$ cat config.mk
export PLATFORM = sky130hd
export DESIGN_NAME = pipe_stage_elastic
export DESIGN_NICKNAME = d
export VERILOG_FILES = /design/src/rtl/pipe_stage_elastic_pkg.sv /design/src/rtl/pipe_stage_elastic_ram.sv /design/src/rtl/pipe_stage_elastic.sv
export SDC_FILE = /design/constraint.sdc
export NUM_CORES = 1
export LEC_CHECK = 0
export ABC_AREA = 0
export CORE_MARGIN = 8
export CORE_UTILIZATION = 48
export CTS_CLUSTER_DIAMETER = 100
export DETAILED_ROUTE_END_ITERATION = 10
export PLACE_DENSITY = 0.76
export RECOVER_POWER = 50
export SYNTH_ARGS = -nofsm -noshare
export SYNTH_HDL_FRONTEND = slang
export SYNTH_HIERARCHICAL = 1
export SYNTH_SLANG_ARGS = --single-unit
$ cat constraint.sdc
create_clock -name clk -period 2.21 [get_ports clk]
set_input_delay 0.5525 -clock clk [delete_from_list [all_inputs] [get_ports clk]]
set_output_delay 0.5525 -clock clk [all_outputs]
set_load 0.02 [all_outputs]
$ cat src/rtl/pipe_stage_elastic_pkg.sv
// Shared definitions for the elastic pipeline stage: stage payload layouts
// and pointer sizing helpers.
package pipe_stage_elastic_pkg;

  localparam logic [31:0] ZeroWord = 32'h0000_0000;

  // MEM/WB payload: writeback target plus the values the WB stage selects from.
  typedef struct packed {
    logic [4:0]  rd;
    logic        wreg;
    logic        mem2reg;
    logic [31:0] from_alu;
    logic [2:0]  func3;
    logic [31:0] pc;
  } mem_wb_pl_t;

  // EX/MEM payload: ALU result, store data and memory access controls.
  typedef struct packed {
    logic [4:0]  rd;
    logic        wreg;
    logic        mem2reg;
    logic        mem_we;
    logic [31:0] from_alu;
    logic [31:0] store_data;
    logic [2:0]  func3;
    logic [31:0] pc;
  } ex_mem_pl_t;

  // ID/EX payload: decoded operands and controls for the execute stage.
  typedef struct packed {
    logic [4:0]  rd;
    logic        wreg;
    logic        mem2reg;
    logic        mem_we;
    logic [3:0]  alu_op;
    logic [31:0] op_a;
    logic [31:0] op_b;
    logic [31:0] imm;
    logic [2:0]  func3;
    logic [31:0] pc;
  } id_ex_pl_t;

  // Pointer width for a circular buffer of the given depth (at least 1 bit).
  function automatic int ptr_w(input int depth);
    return (depth > 1) ? $clog2(depth) : 1;
  endfunction

  // Occupancy counter width: must represent 0..depth inclusive.
  function automatic int cnt_w(input int depth);
    return (depth > 0) ? $clog2(depth + 1) : 1;
  endfunction

endpackage

$ cat src/rtl/pipe_stage_elastic_ram.sv
// DEPTH x DATA_W register array with one write port and one asynchronous
// read port. Contents are cleared by reset so nothing undefined ever reaches
// the read port.
module pipe_stage_ram
  import pipe_stage_elastic_pkg::*;
#(
  parameter int DATA_W = 32,
  parameter int DEPTH  = 2,
  parameter int AW     = 1
) (
  input  logic              clk,
  input  logic              rstn,
  input  logic              we,
  input  logic [AW-1:0]     waddr,
  input  logic [DATA_W-1:0] wdata,
  input  logic [AW-1:0]     raddr,
  output logic [DATA_W-1:0] rdata
);

  logic [DATA_W-1:0] mem_q [DEPTH];
  logic [DATA_W-1:0] mem_d [DEPTH];

  // Next array contents: only the addressed slot changes on a write.
  always_comb begin
    mem_d = mem_q;
    if (we) begin
      mem_d[waddr] = wdata;
    end
  end

  // Storage registers, cleared on reset.
  always_ff @(posedge clk or negedge rstn) begin
    if (!rstn) begin
      for (int i = 0; i < DEPTH; i++) begin
        mem_q[i] <= '0;
      end
    end else begin
      mem_q <= mem_d;
    end
  end

  assign rdata = mem_q[raddr];

endmodule

$ cat src/rtl/pipe_stage_elastic.sv
// Elastic valid/ready pipeline register holding up to DEPTH entries in a
// circular buffer. Flush discards everything held plus this cycle's push and
// pop; an empty stage presents zero payload when ZERO_WHEN_EMPTY is set.
module pipe_stage_elastic
  import pipe_stage_elastic_pkg::*;
#(
  parameter int DATA_W          = 32,
  parameter int DEPTH           = 2,
  parameter bit READY_PASS      = 1'b1,
  parameter bit ZERO_WHEN_EMPTY = 1'b1
) (
  input  logic                         clk,
  input  logic                         rstn,
  input  logic                         flush,
  input  logic                         in_valid,
  output logic                         in_ready,
  input  logic [DATA_W-1:0]            in_data,
  output logic                         out_valid,
  input  logic                         out_ready,
  output logic [DATA_W-1:0]            out_data,
  output logic [$clog2(DEPTH+1)-1:0]   count
);

  localparam int PTR_W = ptr_w(DEPTH);
  localparam int CNT_W = $clog2(DEPTH + 1);
  localparam logic [PTR_W-1:0] LAST_PTR  = PTR_W'(DEPTH - 1);
  localparam logic [CNT_W-1:0] FULL_CNT  = CNT_W'(DEPTH);
  localparam logic [CNT_W-1:0] ONE_CNT   = CNT_W'(1);

  logic [PTR_W-1:0]  wr_ptr_q, wr_ptr_d;
  logic [PTR_W-1:0]  rd_ptr_q, rd_ptr_d;
  logic [CNT_W-1:0]  count_q, count_d;
  logic              out_valid_q, out_valid_d;
  logic              full;
  logic              push;
  logic              pop;
  logic [DATA_W-1:0] rd_data;

  assign full = (count_q == FULL_CNT);

  // Ready is occupancy-only unless pass-through lets a full stage accept
  // when the head is leaving in the same cycle.
  always_comb begin
    in_ready = ~full;
    if (READY_PASS) begin
      in_ready = ~full | out_ready;
    end
  end

  assign push = in_valid & in_ready & ~flush;
  assign pop  = out_valid_q & out_ready & ~flush;

  // Pointer, occupancy and valid next-state; flush returns everything to empty.
  always_comb begin
    wr_ptr_d    = wr_ptr_q;
    rd_ptr_d    = rd_ptr_q;
    count_d     = count_q;
    out_valid_d = out_valid_q;
    if (flush) begin
      wr_ptr_d = '0;
      rd_ptr_d = '0;
      count_d  = '0;
    end else begin
      if (push) begin
        wr_ptr_d = (wr_ptr_q == LAST_PTR) ? '0 : wr_ptr_q + 1'b1;
      end
      if (pop) begin
        rd_ptr_d = (rd_ptr_q == LAST_PTR) ? '0 : rd_ptr_q + 1'b1;
      end
      if (push && !pop) begin
        count_d = count_q + ONE_CNT;
      end else if (pop && !push) begin
        count_d = count_q - ONE_CNT;
      end
    end
    out_valid_d = (count_d != '0);
  end

  // Control state registers.
  always_ff @(posedge clk or negedge rstn) begin
    if (!rstn) begin
      wr_ptr_q    <= '0;
      rd_ptr_q    <= '0;
      count_q     <= '0;
      out_valid_q <= 1'b0;
    end else begin
      wr_ptr_q    <= wr_ptr_d;
      rd_ptr_q    <= rd_ptr_d;
      count_q     <= count_d;
      out_valid_q <= out_valid_d;
    end
  end

  // When full with a simultaneous pop, wr_ptr equals rd_ptr, so the write
  // lands in the slot being vacated while the old head is still read out.
  pipe_stage_ram #(
    .DATA_W (DATA_W),
    .DEPTH  (DEPTH),
    .AW     (PTR_W)
  ) u_ram (
    .clk   (clk),
    .rstn  (rstn),
    .we    (push),
    .waddr (wr_ptr_q),
    .wdata (in_data),
    .raddr (rd_ptr_q),
    .rdata (rd_data)
  );

  // Head payload, optionally masked so stale storage never shows when empty.
  always_comb begin
    out_data = rd_data;
    if (ZERO_WHEN_EMPTY && !out_valid_q) begin
      out_data = '0;
    end
  end

  assign out_valid = out_valid_q;
  assign count     = count_q;

endmodule

-- Yosys cells after proc, flatten, opt, wreduce, memory -nomap -nowiden
Cells that the tools add are included.
- output and inout port bits: 36
- flip-flop bits (word level): 69
- input port bits: 37
- word-level logic and storage cells: 47
- $add $sub $neg: 4
- eq/ne operators: 1
- reductions and logical operators: 8
- order comparisons: 3
- multiplexer cells: 16
- bitwise operators: 9
- operator list (operator ; count):
    $mux W32 ; 5
    $bwmux W64 ; 1
    $demux W32 S1 ; 1
    $mux W1 ; 6
    $mux W2 ; 3
    $reduce_bool A2 Y1 ; 3
    $and A1 B1 Y1 ; 4
    $ge A2 B2 Y1 const B ; 2
    $not A1 Y2 ; 2
    $logic_and A1 B1 Y1 ; 3
    $add A1 B1 Y1 const B ; 2
    $add A2 B1 Y2 const B ; 1
    $eq A2 B2 Y1 const B ; 1
    $logic_not A1 Y1 ; 2
    $lt A2 B1 Y1 const B ; 1
    $not A1 Y1 ; 2
    $sub A2 B1 Y2 const B ; 1
    $or A1 B1 Y1 ; 1

-- Longest topological paths before layout
Gate-level depths: netlist (run 1).
- word-level depth: 11
- depth in mapped cells: 8
- mapped depth without buffers: 6

-- Cells and area by module
Netlist (run 1), hierarchy kept.
- by module, submodules not included (module ; seq. area each (um^2) ; times used ; area an instance (um^2) ; cells an instance):
    pipe_stage_ram ; 1601.5 ; 1 ; 2835.2 ; 173
    pipe_stage_elastic ; 125.1 ; 1 ; 519.2 ; 66

-- Least setup slack after synthesis (run 1)
OpenSTA, ideal clock, no wires.
- path type: reg2reg
- start point: reg count_q[0] (netlist: count[0])
- end point: reg u_ram/mem_q[32] in the netlist's numbering
- clock period less this slack: 1.979 ns
- required time: 2.085 ns
- buffers on the path: 2
- arrival time: 1.854 ns
- slack: 0.231 ns
- cell stages (with the launch flop): 9
- cells stage by stage: dfrtp_1 -> inv_1 -> ha_1 -> nor2b_1 -> nor3_1 -> nor2b_1 -> buf_6 -> buf_6 -> mux2_4
- longest elaborated chain between the ends: 5
- RTL lines (what ; RTL line ; text):
    start, declared ; pipe_stage_elastic.sv:32 ; logic [CNT_W-1:0] count_q, count_d;
    start signal, assigned ; pipe_stage_elastic.sv:89 ; count_q <= count_d;
    $eq A2 B2 Y1 ; pipe_stage_elastic.sv:39 ; assign full = (count_q == FULL_CNT);
    $not A1 Y1 ; pipe_stage_elastic.sv:46 ; in_ready = ~full | out_ready;
    $or A1 B1 Y1 ; pipe_stage_elastic.sv:46 ;
    $and A1 B1 Y1 (2 in a row) ; pipe_stage_elastic.sv:50 ; assign push = in_valid & in_ready & ~flush;
    named net push ; pipe_stage_elastic.sv:35 ; logic push;
    end signal, assigned ; pipe_stage_elastic_ram.sv:38 ; mem_q <= mem_d;
    end, declared ; pipe_stage_elastic_ram.sv:20 ; logic [DATA_W-1:0] mem_q [DEPTH];
The timed path passes the listed nets, and every way through them passes these cells.
A chain may end at the register's enable or synchronous reset.

-- Final worst setup path (run 1)
- start point: reg rd_ptr_q
- end point: out out_data[29]
- longest elaborated chain between the ends: 5
- RTL lines (what ; RTL line ; text):
    start, declared ; pipe_stage_elastic.sv:31 ; logic [PTR_W-1:0] rd_ptr_q, rd_ptr_d;
    start signal, assigned ; pipe_stage_elastic.sv:88 ; rd_ptr_q <= rd_ptr_d;
    $not A1 Y2 (implied by the code) ; pipe_stage_elastic_ram.sv:42 ; assign rdata = mem_q[raddr];
    $mux W32 (implied by the code) (3 in a row) ; pipe_stage_elastic_ram.sv:42 ;
    named net rd_data[29] ; pipe_stage_elastic.sv:37 ; logic [DATA_W-1:0] rd_data;
    $mux W32 ; pipe_stage_elastic.sv:113 ; if (ZERO_WHEN_EMPTY && !out_valid_q) begin
    end, declared ; pipe_stage_elastic.sv:20 ; output logic [DATA_W-1:0] out_data,
The timed path passes the listed nets, and every way through them passes these cells. The select of a mux whose other input is x is not followed.

==> run summary, run 1 <==
Via count: 2138
Util after Layout: 66.7%
Post-synthesis sequential area ratio: 51.5%
Mean post-synth cell area: 14.0 um^2
Drt pass-1 iters: 4
Switching part of the total: 28.5%
Avg WL per Cell: 16.8 um
P_sw: 1.24 mW
Routability cong.: 0.730
CTS buffer count: 9
Main area contributors after synthesis: dfrtp_1 (51%), mux2_2 (28%), and2_1 (6.0%), mux2_4 (4.9%), buf_6 (2.3%)
Synth unique cells: 26
Die height: 99.6 um
CTS H-tree depth: 3
Cell Rows: 30
Core Area: 6790 um^2
Yosys top cell by area: dfrtp_1
Seq pwr share: 41.6%
Kind of critical path: reg -> out
Layout cells sized above 1: 54.7%
Worst hold path depth: 1
Worst vdd ir: 0.612 mV
First-pass GRT wire length: 11700 um
CTS tree: done
Flop and latch count out of synthesis: 69
Post-Syn Area: 3350 um^2
DP HPWL: 4730 um
Peak Freq: 456 MHz
Pwr Total: 4.33 mW
Slew @ Worst Pin: 1.51 ns
Final period utilization: 99.3%
Clock power frac: 23.8%
PortBufs: 72
Async S/R FF share, synth: 100%
Ys Warns: 6
Routed Antenna Nets: 0
ANT cells: 0
Critical path fanouts, max: 6
Initial core utilization: 49.4%
Die Wd: 99.6 um
Syn nets: 277
Post-synth top area share: 51.5%
Root buf cell: clkbuf_8
Minimum clock period: 2.19 ns
Syn Inst Count: 239
Initial antenna violation count: 0
Total congestion overflow: 0
Outcome: complete, but fails checks
Failing checks: max-capacitance violations, max-slew violations
CP Launch Type: register
PD cells: 955 nW/um^2
Logic pwr share: 34.5%
WHS Endpoint: u_ram/mem_q[31]
Rel. slew slack: -0.345%
Layout Cells excl Fill: 427
Fill cells: 517
Top_reg_cell synth: dfrtp_1
Worst R2R Start: count[1]
Internal Power: 3.09 mW
Iteration-0 DRC Markers: 37
RR Endpoint: u_ram/mem_q[50]
Leak: 2.01 nW
Final WL: 7180 um
# IOs: 73
Clk buf depth: 2
Hold WC Path Type: reg -> reg
Crit path DAT: 1.64 ns
Worst Path Required: 1.66 ns
Crit end category: primary output
Clk Latency, worst-skew pair: 0.34 ns
Setup violators final: 0
Clock slew seen by the registers of the worst setup and hold paths: 0.07 ns
Layout area overhead: 35.2%
Fin. Hold Viols: 0
Max-cap violations: 1
Gr usage total: 15.0%
Number of synthesized flops with an enable pin: 0
RSZ-0062 raised after global routing: yes
Largest net degree at the start of global routing: 70
Most frequent cell after synthesis: mux2_2
Reg2Reg Depth: 7
Clk sinks: 69
Nets: 364
Hold path startpoint: u_ram/mem_q[31]
Routed vias/inst: 5.01
Post-detailed-route DRC marker count: 0
Area of the die: 9920 um^2
Worst Skew: 0.00830 ns
Most frequent cells after synthesis: mux2_2 (84), dfrtp_1 (69), and2_1 (32)
Max Transition Viols Final: 69
Placed Cells: 407
Vias in the first global route: 2341
Minimum hold slack: 0.501 ns
Flop-to-flop setup slack: 0.17 ns
[per-stage QoR]
| stage | setup TNS [ns] | cell area (um^2) | worst slack (ns) |
|---|---|---|---|
| 3_3_place_gp | -3.03 | 4260 | -0.112 |
| 3_5_place_dp | -4.92 | 4260 | -0.164 |
| 6_report | 0 | 4530 | 0.0160 |
| 2_1_floorplan | 0 | 3350 | 0.231 |
| 5_1_grt | -0.272 | 4530 | -0.0368 |
| 4_1_cts | -0.408 | 4400 | -0.0833 |
[logic make-up after synthesis]
group / count (synthesis) / synth area share, %
buffers and inverters: 18 / 4.03
muxes: 97 / 33.8
AOI/OAI and AO/OA: 6 / 1.57
DFF: 69 / 51.5
adders and majority gates: 1 / 0.373
and+or+nand+nor: 46 / 8.24
xor gates and xnor gates: 2 / 0.522
[critical path, stage by stage, from the launching register on]
cell and delay (ns):
dfrtp_2 0.43, buf_12 0.15, clkbuf_16 0.16, mux2_4 0.29, and2_4 0.16, buf_6 0.12
[state kept, by name (all words and copies together) (netlist names)]
name,count
out_valid,1
u_ram/mem_q,64
rd_ptr_q,1
count,2
wr_ptr_q,1
[how the worst max path moves through the flow]
stage	from	to	slack, ns	cells past startpoint
6_report	rd_ptr_q	out_data[29]	0.02	5
5_1_grt	rd_ptr_q	out_data[14]	-0.04	5
4_1_cts	rd_ptr_q	out_data[4]	-0.08	5
3_5_place_dp	out_ready	u_ram/mem_q[41]	-0.16	7
3_3_place_gp	out_ready	u_ram/mem_q[53]	-0.11	7
2_1_floorplan	count[0]	u_ram/mem_q[32]	0.23	8
[cell usage in the layout (no fill, tap or decap), types with 2 or more instances in the layout]
cell type / n
clkdlybuf4s50_1: 36
clkinvlp_4: 2
buf_16: 2
nor2_1: 5
and2_4: 16
mux2_4: 14
dfrtp_1: 68
clkbuf_8: 10
inv_1: 4
buf_12: 6
buf_2: 15
mux2_2: 83
buf_4: 7
dlygate4sd3_1: 2
xor2_1: 2
and2_1: 16
nand2_1: 2
buf_6: 18
clkbuf_1: 2
[final cells by class]
| cell class | instances | area [um^2] | share of cell area (%) |
|---|---|---|---|
| clock inverters | 5 | 58.8 | 1.30 |
| inverters | 4 | 15.0 | 0.331 |
| clock buffers | 11 | 141 | 3.12 |
| well taps | 96 | 120 | 2.65 |
| flip-flops and latches | 69 | 1730 | 38.1 |
| repair buffers | 90 | 931 | 20.5 |
| multi-input cells | 152 | 1540 | 34.0 |
[per-layer routing]
| metal | track usage [%] | routed length (um) | vias to the layer above |
|---|---|---|---|
| met1 | 18.5 | 3180 | 1081 |
| met4 | 6.29 | 108 | 0 |
| met5 | 0 | 0 | - |
| met2 | 24.0 | 3530 | 46 |
| li1 | - | - | 1003 |
| met3 | 4.47 | 360 | 8 |
[what timing repair did]
action,4_1_cts,5_1_grt
buffers inserted,2,0
gates cloned,2,1
endpoints found under the setup margin,33,28
gates resized for setup,136,53
hold buffers,0,0
[power groups by stage]
stage                     Clock (mW)  Sequential (mW)  Combinational (mW)
final                           1.03             1.80                1.49
after global routing            1.12             1.85                1.60
after CTS                       1.06             1.80                1.38
after detailed placement           0             1.82                1.42
after global placement             0             1.80                1.38
after floorplan                    0             1.79               0.909
Note: power is estimated with default switching activity, not from simulation.
==> run 2: changes to the inputs <==
--- a/config.mk
+++ b/config.mk
@@ -6,9 +6,11 @@
 export NUM_CORES = 1
 export LEC_CHECK = 0
 export ABC_AREA = 0
+export CORE_ASPECT_RATIO = 1.1
 export CORE_MARGIN = 8
 export CORE_UTILIZATION = 48
 export CTS_CLUSTER_DIAMETER = 100
+export CTS_CLUSTER_SIZE = 10
 export DETAILED_ROUTE_END_ITERATION = 10
 export PLACE_DENSITY = 0.76
 export RECOVER_POWER = 50
==> run summary, run 2 (synthesis results as in run 1) <==
Failing checks: max-capacitance violations, max-slew violations
CTS tree: done
Outcome: complete, but fails checks
Rel. slew slack: -11.2% (-11 points)
Minimum hold slack: 0.503 ns (+0.00138 ns)
Worst vdd ir: 0.519 mV (-15%)
Final WL: 6920 um (-3.6%)
Hold WC Path Type: reg -> reg
Nets: 362 (-0.55%)
Post-CTS Repair Setup Buffers: 0 (-2)
Util after Layout: 61.8% (-4.9 points)
Clk buf depth: 2 (unchanged)
Placed Cells: 398 (-2.2%)
Initial core utilization: 48.7% (-0.66 points)
Slew @ Worst Pin: 1.67 ns (+0.163 ns)
Worst Skew: 0.00746 ns (-0.000846 ns)
Total congestion overflow: 0 (unchanged)
Final period utilization: 97.6% (-1.6 points)
Root buf cell: clkbuf_8
Clk Latency, worst-skew pair: 0.34 ns (about the same)
Post-detailed-route DRC marker count: 0 (unchanged)
# IOs: 73 (unchanged)
Routability cong.: 0.744 (+1.9%)
Die Wd: 95.7 um (-3.9%)
Layout Cells excl Fill: 414 (-3.0%)
Pwr Total: 4.09 mW (-5.6%)
CTS buffer count: 9 (unchanged)
Clock slew seen by the registers of the worst setup and hold paths: 0.07 ns (about the same)
Iteration-0 DRC Markers: 54 (+46%)
Vias in the first global route: 2366 (+1.1%)
Most frequent cells in the layout: mux2_2 (82), dfrtp_1 (68), clkdlybuf4s50_1 (36), and2_1 (32), buf_2 (17)
Largest net degree at the start of global routing: 70 (unchanged)
Crit end category: primary output
Max Transition Viols Final: 70 (+1.4%)
Setup violators final: 0 (unchanged)
First-pass GRT wire length: 11600 um (-1.2%)
CP Launch Type: register
RSZ-0062 raised after global routing: yes
Setup_tns: 0 ns (unchanged)
Fin area: 4260 um^2 (-6.1%)
Crit path DAT: 1.61 ns (-0.03 ns)
Critical path fanouts, max: 19 (+13)
PD cells: 960 nW/um^2 (+0.58%)
Layout cells sized above 1: 49.2% (-5.4 points)
Clk sinks: 69 (unchanged)
Kind of critical path: reg -> out
Avg WL per Cell: 16.7 um (-0.60%)
PortBufs: 72 (unchanged)
CTS H-tree depth: 3 (unchanged)
Routed Antenna Nets: 0 (unchanged)
Max FFs per register: 64 (unchanged)
Fin. Hold Viols: 0 (unchanged)
Most common cell after layout, fill and taps aside: mux2_2
Max-cap violations: 1 (unchanged)
Minimum clock period: 2.16 ns (-0.0361 ns)
Gr usage total: 14.8% (-0.24 points)
DP HPWL: 4790 um (+1.3%)
Routed vias/inst: 5.12 (+2.2%)
Layout area overhead: 26.9%
Leak: 1.90 nW (-5.2%)
CTS Hold Buffers Added: 0 (unchanged)
Cell Rows: 32 (+6.7%)
Peak Freq: 463 MHz (+1.7%)
Area of the die: 9920 um^2 (about the same)
Core Area: 6890 um^2 (+1.4%)
Reg with most FFs: u_ram/mem_q
Via count: 2119 (-0.89%)
Setup slack after layout: 0.0521 ns (+0.0361 ns)
Worst Path Required: 1.66 ns (about the same)
Drt pass-1 iters: 4 (unchanged)
Die height: 104 um (+4.1%)
Initial antenna violation count: 0 (unchanged)
ANT cells: 0 (unchanged)
Dpl cell area: 4230 um^2 (-0.56%)
Pre-CTS setup slack: -0.151 ns (+0.0125 ns)
[run 2: cell types whose count changed in the layout (fill, tap and decap cells not counted), sizes merged]
cell / previous run / this run
buf: 48 / 33
clkbuf: 14 / 27
dlygate4sd3: 2 / 1
clkinv: 1 / 3
inv: 5 / 4
[run 2: repair_timing]
item | CTS | global route
resized for setup | 92 | 35
endpoints found under the setup margin | 33 | 33
gates cloned | 0 | 0
[run 2: worst paths after layout]
kind / start / to / slack, ns / cells after the start
setup / recovery: rd_ptr_q / out_data[23] / 0.05 / 4
hold / removal: u_ram/mem_q[21] / u_ram/mem_q[21] / 0.50 / 1
setup reg to reg: count[1] / u_ram/mem_q[54] / 0.24 / 6
hold reg to reg: u_ram/mem_q[21] / u_ram/mem_q[21] / 0.50 / 1
max in group asynchronous: rstn / rd_ptr_q / 0.39 / 2
min in group asynchronous: rstn / u_ram/mem_q[56] / 0.73 / 2
[run 2: area by class of cell]
| type | instances | area (um^2) |
|---|---|---|
| timing repair buffer | 88 | 712 |
| clock inverter | 6 | 63.8 |
| sequential | 69 | 1730 |
| clock buffer | 10 | 128 |
| inverter | 4 | 15.0 |
| fill | 571 | 2630 |
| multi-input combinational | 152 | 1500 |
| tap | 85 | 106 |
[run 2: report_power, final]
part	leakage (nW)	internal [mW]	switching, mW
combinational	0.987	0.752	0.543
clock	0.0923	0.519	0.466
sequential	0.826	1.63	0.179
total	1.90	2.90	1.19
[run 2: worst max-delay path, stage by stage (launching register included)]
cell     delay, ns
dfrtp_2       0.42
buf_12        0.18
mux2_2        0.35
and2_1        0.16
buf_4         0.15
[run 2: routing by layer]
metal / global-route usage (%) / share of wire (%) / routed length (um) / vias up
li1: - / - / - / 1000
met1: 18.0 / 42 / 2900 / 1062
met2: 23.7 / 52 / 3570 / 47
met3: 3.18 / 4.7 / 324 / 10
met4: 7.70 / 1.8 / 125 / 0
met5: 0 / 0 / 0 / -
